### src/rtl/mem_access_ctrl_if.sv
// Bus bundle for mem_access_ctrl.
// The control-unit handshake (req/busy/done), the MAR/MDR data paths and the
// RAM port are grouped here. The controller uses the slave modport. The
// environment (control unit, datapath and RAM) uses the master modport.
interface mem_access_ctrl_if #(
    parameter int ADDR_W = 9
);
    // Control unit / datapath side
    logic              req_read;
    logic              req_write;
    logic [31:0]       MARout;
    logic [31:0]       MDRout;
    logic [31:0]       Mdatain;
    logic              mdr_load;
    logic              busy;
    logic              done;
    logic              err;

    // RAM side
    logic [ADDR_W-1:0] mem_addr;
    logic [31:0]       mem_wdata;
    logic              mem_en;
    logic              mem_we;
    logic [31:0]       mem_rdata;

    modport slave (
        input  req_read,
        input  req_write,
        input  MARout,
        input  MDRout,
        input  mem_rdata,
        output Mdatain,
        output mdr_load,
        output busy,
        output done,
        output err,
        output mem_addr,
        output mem_wdata,
        output mem_en,
        output mem_we
    );

    modport master (
        output req_read,
        output req_write,
        output MARout,
        output MDRout,
        output mem_rdata,
        input  Mdatain,
        input  mdr_load,
        input  busy,
        input  done,
        input  err,
        input  mem_addr,
        input  mem_wdata,
        input  mem_en,
        input  mem_we
    );
endinterface

### src/rtl/mem_access_ctrl.sv
// mem_access_ctrl: sequencer between the MAR/MDR pair and a single-port word RAM.
// A one-cycle read or write request taken in IDLE drives the RAM for
// WAIT_CYCLES+1 cycles. A one-cycle done pulse follows. Reads also produce an
// MDR load strobe, and the data is captured on Mdatain.
// All outputs come straight from flops.
// Optional feature: define MEM_ACCESS_ERR_EN to reject addresses >= MEM_DEPTH.
// A rejected access skips the RAM and reports err with done.
module mem_access_ctrl #(
    parameter int ADDR_W      = 9,
    parameter int WAIT_CYCLES = 1,
    parameter int MEM_DEPTH   = 512
) (
    input  logic               clock,
    input  logic               clear_n,
    mem_access_ctrl_if.slave   bus
);

    typedef enum logic [1:0] {
        ST_IDLE   = 2'd0,
        ST_ACCESS = 2'd1,
        ST_DONE   = 2'd2
    } state_t;

    localparam logic [3:0] WAIT_C = 4'(WAIT_CYCLES);

    state_t            state_q,    state_d;
    logic [3:0]        cnt_q,      cnt_d;
    logic              op_rd_q,    op_rd_d;
    logic [31:0]       mdatain_q,  mdatain_d;
    logic              mdr_load_q, mdr_load_d;
    logic              busy_q,     busy_d;
    logic              done_q,     done_d;
    logic [ADDR_W-1:0] addr_q,     addr_d;
    logic [31:0]       wdata_q,    wdata_d;
    logic              en_q,       en_d;
    logic              we_q,       we_d;
    logic              req_s;
    logic              range_err_s;

    // The address bits above ADDR_W never reach the RAM. MEM_DEPTH only
    // matters when the range check is built in. Both are folded into this
    // unused bit.
    logic              unused_bits_s;
    assign unused_bits_s = ^{bus.MARout[31:ADDR_W], 32'(MEM_DEPTH)};

    assign req_s = bus.req_read | bus.req_write;

`ifdef MEM_ACCESS_ERR_EN
    localparam logic [31:0] DEPTH_C = 32'(MEM_DEPTH);

    logic err_q, err_d;

    // Range check on the full 32-bit MAR value at accept time.
    always_comb begin
        range_err_s = (bus.MARout >= DEPTH_C);
    end
`else
    // Without the range check, every address is valid and is truncated.
    always_comb begin
        range_err_s = 1'b0;
    end
`endif

    // Next-state and registered-output logic for the IDLE/ACCESS/DONE sequencer.
    always_comb begin
        state_d    = state_q;
        cnt_d      = cnt_q;
        op_rd_d    = op_rd_q;
        mdatain_d  = mdatain_q;
        mdr_load_d = 1'b0;
        busy_d     = busy_q;
        done_d     = 1'b0;
        addr_d     = addr_q;
        wdata_d    = wdata_q;
        en_d       = en_q;
        we_d       = we_q;
`ifdef MEM_ACCESS_ERR_EN
        err_d      = err_q;
`endif

        case (state_q)
            ST_IDLE: begin
                if (req_s) begin
                    // Read wins when both requests are high together.
                    op_rd_d = bus.req_read;
                    addr_d  = bus.MARout[ADDR_W-1:0];
                    wdata_d = bus.MDRout;
                    cnt_d   = WAIT_C;
                    busy_d  = 1'b1;
                    if (range_err_s) begin
                        // The RAM is never touched. Report the fault from DONE.
                        en_d    = 1'b0;
                        we_d    = 1'b0;
                        done_d  = 1'b1;
                        state_d = ST_DONE;
                    end else begin
                        en_d    = 1'b1;
                        we_d    = ~bus.req_read;
                        state_d = ST_ACCESS;
                    end
`ifdef MEM_ACCESS_ERR_EN
                    err_d = range_err_s;
`endif
                end else begin
                    busy_d = 1'b0;
                    en_d   = 1'b0;
                    we_d   = 1'b0;
                end
            end

            ST_ACCESS: begin
                if (cnt_q == 4'd0) begin
                    // In the final ACCESS cycle, RAM read data is valid.
                    if (op_rd_q) begin
                        mdatain_d = bus.mem_rdata;
                    end else begin
                        mdatain_d = mdatain_q;
                    end
                    mdr_load_d = op_rd_q;
                    done_d     = 1'b1;
                    en_d       = 1'b0;
                    we_d       = 1'b0;
                    state_d    = ST_DONE;
                end else begin
                    cnt_d = cnt_q - 4'd1;
                end
            end

            ST_DONE: begin
                busy_d  = 1'b0;
                state_d = ST_IDLE;
            end

            default: begin
                busy_d  = 1'b0;
                en_d    = 1'b0;
                we_d    = 1'b0;
                state_d = ST_IDLE;
            end
        endcase
    end

    // State and output registers. Reset clears everything, which aborts any RAM cycle.
    always_ff @(posedge clock or negedge clear_n) begin
        if (!clear_n) begin
            state_q    <= ST_IDLE;
            cnt_q      <= 4'd0;
            op_rd_q    <= 1'b0;
            mdatain_q  <= 32'd0;
            mdr_load_q <= 1'b0;
            busy_q     <= 1'b0;
            done_q     <= 1'b0;
            addr_q     <= '0;
            wdata_q    <= 32'd0;
            en_q       <= 1'b0;
            we_q       <= 1'b0;
        end else begin
            state_q    <= state_d;
            cnt_q      <= cnt_d;
            op_rd_q    <= op_rd_d;
            mdatain_q  <= mdatain_d;
            mdr_load_q <= mdr_load_d;
            busy_q     <= busy_d;
            done_q     <= done_d;
            addr_q     <= addr_d;
            wdata_q    <= wdata_d;
            en_q       <= en_d;
            we_q       <= we_d;
        end
    end

`ifdef MEM_ACCESS_ERR_EN
    // The fault flag stays up until the next accepted request or a reset.
    always_ff @(posedge clock or negedge clear_n) begin
        if (!clear_n) begin
            err_q <= 1'b0;
        end else begin
            err_q <= err_d;
        end
    end

    assign bus.err = err_q;
`else
    assign bus.err = 1'b0;
`endif

    assign bus.Mdatain   = mdatain_q;
    assign bus.mdr_load  = mdr_load_q;
    assign bus.busy      = busy_q;
    assign bus.done      = done_q;
    assign bus.mem_addr  = addr_q;
    assign bus.mem_wdata = wdata_q;
    assign bus.mem_en    = en_q;
    assign bus.mem_we    = we_q;

endmodule

### src/flat_wrapper.sv
// flat-port wrapper written by rule: the top's interface ports become plain ports
module mem_access_ctrl_flat 
#(
    parameter int ADDR_W      = 9,
    parameter int WAIT_CYCLES = 1,
    parameter int MEM_DEPTH   = 512
)
  (clock, clear_n, bus_req_read, bus_req_write, bus_MARout, bus_MDRout, bus_mem_rdata, bus_Mdatain, bus_mdr_load, bus_busy, bus_done, bus_err, bus_mem_addr, bus_mem_wdata, bus_mem_en, bus_mem_we);
  mem_access_ctrl_if #(.ADDR_W(ADDR_W)) bus_i ();
  input  logic clock;
  input  logic clear_n;
  input wire logic [$bits(bus_i.req_read)-1:0] bus_req_read;
  input wire logic [$bits(bus_i.req_write)-1:0] bus_req_write;
  input wire logic [$bits(bus_i.MARout)-1:0] bus_MARout;
  input wire logic [$bits(bus_i.MDRout)-1:0] bus_MDRout;
  input wire logic [$bits(bus_i.mem_rdata)-1:0] bus_mem_rdata;
  output wire logic [$bits(bus_i.Mdatain)-1:0] bus_Mdatain;
  output wire logic [$bits(bus_i.mdr_load)-1:0] bus_mdr_load;
  output wire logic [$bits(bus_i.busy)-1:0] bus_busy;
  output wire logic [$bits(bus_i.done)-1:0] bus_done;
  output wire logic [$bits(bus_i.err)-1:0] bus_err;
  output wire logic [$bits(bus_i.mem_addr)-1:0] bus_mem_addr;
  output wire logic [$bits(bus_i.mem_wdata)-1:0] bus_mem_wdata;
  output wire logic [$bits(bus_i.mem_en)-1:0] bus_mem_en;
  output wire logic [$bits(bus_i.mem_we)-1:0] bus_mem_we;
  assign bus_i.req_read = bus_req_read;
  assign bus_i.req_write = bus_req_write;
  assign bus_i.MARout = bus_MARout;
  assign bus_i.MDRout = bus_MDRout;
  assign bus_i.mem_rdata = bus_mem_rdata;
  assign bus_Mdatain = bus_i.Mdatain;
  assign bus_mdr_load = bus_i.mdr_load;
  assign bus_busy = bus_i.busy;
  assign bus_done = bus_i.done;
  assign bus_err = bus_i.err;
  assign bus_mem_addr = bus_i.mem_addr;
  assign bus_mem_wdata = bus_i.mem_wdata;
  assign bus_mem_en = bus_i.mem_en;
  assign bus_mem_we = bus_i.mem_we;
  mem_access_ctrl #(.ADDR_W(ADDR_W), .WAIT_CYCLES(WAIT_CYCLES), .MEM_DEPTH(MEM_DEPTH)) u_core (.clock(clock), .clear_n(clear_n), .bus(bus_i));
endmodule
### config.mk
export PLATFORM = sky130hd
export DESIGN_NAME = mem_access_ctrl_flat
export DESIGN_NICKNAME = d
export VERILOG_FILES = /design/src/rtl/mem_access_ctrl_if.sv /design/src/rtl/mem_access_ctrl.sv /design/src/flat_wrapper.sv
export SDC_FILE = /design/constraint.sdc
export NUM_CORES = 1
export LEC_CHECK = 0
export ABC_AREA = 1
export ABC_CLOCK_PERIOD_IN_PS = 2800
export CAP_MARGIN = 20
export CORE_UTILIZATION = 42
export CTS_CLUSTER_DIAMETER = 40
export DETAILED_ROUTE_END_ITERATION = 8
export PLACE_DENSITY = 0.95
export SYNTH_ARGS = -nofsm -noshare
export SYNTH_HDL_FRONTEND = slang
export SYNTH_SLANG_ARGS = --single-unit
### constraint.sdc
create_clock -name clock -period 2.8 [get_ports clock]
set_input_delay 0.42 -clock clock [delete_from_list [all_inputs] [get_ports clock]]
set_output_delay 0.42 -clock clock [all_outputs]
set_load 0.01 [all_outputs]
==> metrics.log <==
INFO  metric placeableCoreArea = 0.007370 sq mm
INFO  metric nFillCells = 519
INFO  metric cts.htree.levels = 3
INFO  metric drt-wirelength-per-cell = 12.91 um
INFO  metric power.ir.vdd_worst = 0.6200 mV
INFO  metric placement.io_buffers = 154
INFO  metric placedCellCount = 603
INFO  metric detailroute.wirelength.met3 = 655 um
INFO  metric achievable_freq = 0.5914 GHz
INFO  metric initial_utilization = 44.24%
INFO  metric worstPathMaxFanout = 33
INFO  metric clkSinkCount = 85
INFO  metric fp.dieArea = 0.008120 sq mm
INFO  metric syn_area_per_cell = 8.982 sq um
INFO  metric timing.critical_path.depth = 8
INFO  metric crit_arrival = 1900 ps
INFO  metric most_frequent_cell_on_critical_path = sky130_fd_sc_hd__nand2_1
INFO  metric regToRegSetupSlack = 1110 ps
INFO  metric grt_first_pass_wirelength = 13290 um
INFO  metric area_used_by_multi_input_combinational_logic = 0.001015 sq mm
INFO  metric drive_above_1_share = 4.607%
INFO  metric grt_usage = 20.24%
INFO  metric min_period_over_period = 60.39%
INFO  metric grt_setup_unrepaired = no
INFO  metric met1Wirelength = 3326 um
INFO  metric synth.yosys.seq_area_share = 65.23%
INFO  metric path_delay_family = simple AND/OR/NAND/NOR gates
INFO  metric setup.worst_path.end_class = flop
INFO  metric ff_latch_count_synth = 85
INFO  metric die_y = 90.11 um
INFO  metric width_of_the_chip = 90.11 um
INFO  metric first_iter_violations = 84
INFO  metric worstReg2RegEnd = u_core.bus.Mdatain[11]$_DFFE_PN0P_
INFO  metric synthesized_instance_count = 363
INFO  metric timing.max_slew.rel_slack = 58.09%
INFO  metric most-common-layout-cells = sky130_fd_sc_hd__nand2_1 (231), sky130_fd_sc_hd__clkdlybuf4s50_1 (153), sky130_fd_sc_hd__dfrtp_1 (85), sky130_fd_sc_hd__clkbuf_8 (9), sky130_fd_sc_hd__nor2_1 (7)
INFO  metric drtAntennaViolNets = 0
INFO  metric synthesis.yosys.warnings = 0
INFO  metric holdWs = 25.13 ps
INFO  metric grt_max_degree = 86
INFO  metric yosys.cell_types.count = 20
INFO  metric drt_pass1_iterations = 4
INFO  metric grt_antenna_before_repair = 0
INFO  metric post_synth_design_cell_area = 0.003261 sq mm
INFO  metric setup.worst_path.class = flop to flop
INFO  metric startpoint_kind_of_the_worst_setup_timing_path = flop
INFO  metric worst_r2r_startpoint = u_core.cnt_q[0]$_DFFE_PN0P_
INFO  metric post_drt_via_cell_ratio = 4.644
INFO  metric critical_path.endpoint = u_core.bus.Mdatain[11]$_DFFE_PN0P_
INFO  metric core.rowCount = 31
INFO  metric place_congestion = 0.7772
INFO  metric worst_r2r_path_depth = 8
INFO  metric timing.critical_path.slowest_cell_delay = 360 ps
INFO  metric finalSetupViolCount = 0
INFO  metric drt-total-wl = 8007 um
INFO  metric total_power = 6.005 mW
INFO  metric critPathRequiredTime = 3010 ps
INFO  metric critical_path.startpoint = u_core.cnt_q[0]$_DFFE_PN0P_
INFO  metric cts_repair_resize_count = 0
INFO  metric place_worst_setup_slack = 924.8 ps
INFO  metric postCtsHoldBufs = 0
INFO  metric most_common_cell_after_layout_fill_and_taps_aside = sky130_fd_sc_hd__nand2_1
INFO  metric period_minus_slack = 1691 ps
INFO  metric ios = 179
INFO  metric layout.area.seq = 0.002127 sq mm
INFO  metric clockRootBuffer = sky130_fd_sc_hd__clkbuf_8
INFO  metric path_cells = inv_1 > ha_1 > nand2_1 > nor2_2 > nand2_2 > clkinv_2 > nand2_1 > nand2_1
INFO  metric tritoncts = done
INFO  metric critPathSlowestCell = sky130_fd_sc_hd__dfrtp_1
INFO  metric flow.area_growth_from_synthesis = 57.33%
INFO  metric leakage = 2.528 nW
INFO  metric run_status = completed
INFO  metric power-per-cell-area = 1171 mW/mm^2
INFO  metric worst_slew_pin_slew = 627.8 ps
INFO  metric worstSkewPairLatency = 330 ps
INFO  metric route.detailed.drc = 0
INFO  metric hpwl = 5802 um
INFO  metric route.top_layer_used = met4
INFO  metric finalNetCount = 617
INFO  metric critical_path_buf_inv_count = 2
INFO  metric grt_overflow = 0
INFO  metric clock-skew-final = 11.34 ps
INFO  metric hold_viol = 0
INFO  metric holdCritPathClass = input port to async pin
INFO  metric fin_ws = 1109 ps
INFO  metric met2_routed_wl = 3914 um
INFO  metric final_max_slew_viols = 0
INFO  metric path_clk_slew = 80 ps
INFO  metric synthesis.nets = 464
INFO  metric antenna-diode-count = 0
INFO  metric routed-via-count = 2879
INFO  metric post-cts-setup-buffer-count = 0
INFO  metric fin_tns_setup = 0 ps
INFO  metric grt_pass1_vias = 2882
INFO  metric final_non_filler_cell_total = 620
INFO  metric ctsLongestPathBuffers = 2
INFO  metric cts_made_buffers = 9
INFO  metric maxCapViolations = 0
-- flip-flops by register name, indices dropped and copies added, names as in the netlist --
register and cells:
u_core.cnt_q 4, u_core.bus.mem_addr 9, u_core.bus.Mdatain 32, u_core.op_rd_q 1
u_core.bus.done 1, u_core.bus.mem_en 1, u_core.state_q 2, u_core.bus.mem_we 1
u_core.bus.busy 1, u_core.bus.mem_wdata 32, u_core.bus.mdr_load 1
-- worst reg2reg max path, stage by stage (launching register included) --
cell	delay, ps
sky130_fd_sc_hd__dfrtp_1	360
sky130_fd_sc_hd__inv_1	80
sky130_fd_sc_hd__ha_1	230
sky130_fd_sc_hd__nand2_1	140
sky130_fd_sc_hd__nor2_2	60
sky130_fd_sc_hd__nand2_2	70
sky130_fd_sc_hd__clkinv_2	340
sky130_fd_sc_hd__nand2_1	210
sky130_fd_sc_hd__nand2_1	80
-- cell type report --
class,instances,share of cell area (%)
timing repair buffer,157,30.83
clock buffer,12,2.634
inverter,7,0.5366
sequential,85,41.46
tap,99,2.415
multi-input combinational,256,19.78
clock inverter,4,2.341
-- logic make-up after synthesis --
logic type | after synthesis | share of synthesized area (%)
AO/OA/AOI/OAI | 8 | 1.689
XOR/XNOR | 1 | 0.2687
adder cells (fa/ha/maj) | 1 | 0.3837
buffers and inverters | 22 | 3.645
AND/OR/NAND/NOR | 245 | 28.66
other | 1 | 0.1150
flip-flops | 85 | 65.23
-- where the power goes --
| part | switching, mW | internal (mW) |
|---|---|---|
| sequential | 0.333 | 1.84 |
| clock | 0.394 | 0.685 |
| combinational | 1.36 | 1.40 |
| total | 2.08 | 3.92 |
-- routing by layer --
| layer | vias to the layer above | global-route usage (%) |
|---|---|---|
| li1 | 1400 | - |
| met1 | 1330 | 24.48 |
| met5 | - | 0 |
| met2 | 138 | 34.16 |
| met3 | 11 | 6.514 |
| met4 | 0 | 6.720 |
-- synthesized netlist by cell type, drive strengths merged --
library cell	number	area share (%)
xor2	1	0.27
nand4	1	0.19
o21ai	7	1.4
dfrtp	85	65
nand2	233	27
a22o	1	0.27
clkinv	1	0.15
inv	6	0.69
clkbuf	4	0.46
conb	1	0.12
nand3	2	0.31
ha	1	0.38
buf	11	2.3
nor2	9	1.2
-- stage by stage --
step / utilization (%) / instance area [sq um]
floorplan: - / 3261
global placement: 65.77 / 4847
detailed placement: 65.77 / 4847
CTS: 69.24 / 5102
global route: 69.61 / 5130
finish: 69.61 / 5130
-- worst min-delay path by stage --
stage / from / end / cells past startpoint
finish: clear_n / u_core.bus.Mdatain[4]$_DFFE_PN0P_ / 1
global route: clear_n / u_core.bus.Mdatain[0]$_DFFE_PN0P_ / 1
CTS: clear_n / u_core.bus.Mdatain[1]$_DFFE_PN0P_ / 1
detailed placement: u_core.bus.mem_addr[2]$_DFFE_PN0P_ / u_core.bus.mem_addr[2]$_DFFE_PN0P_ / 2
global placement: u_core.bus.busy$_DFFE_PN0N_ / u_core.bus.busy$_DFFE_PN0N_ / 2
floorplan: clear_n / u_core.bus.Mdatain[0]$_DFFE_PN0P_ / 0
Note: power is estimated with default switching activity, not from simulation.
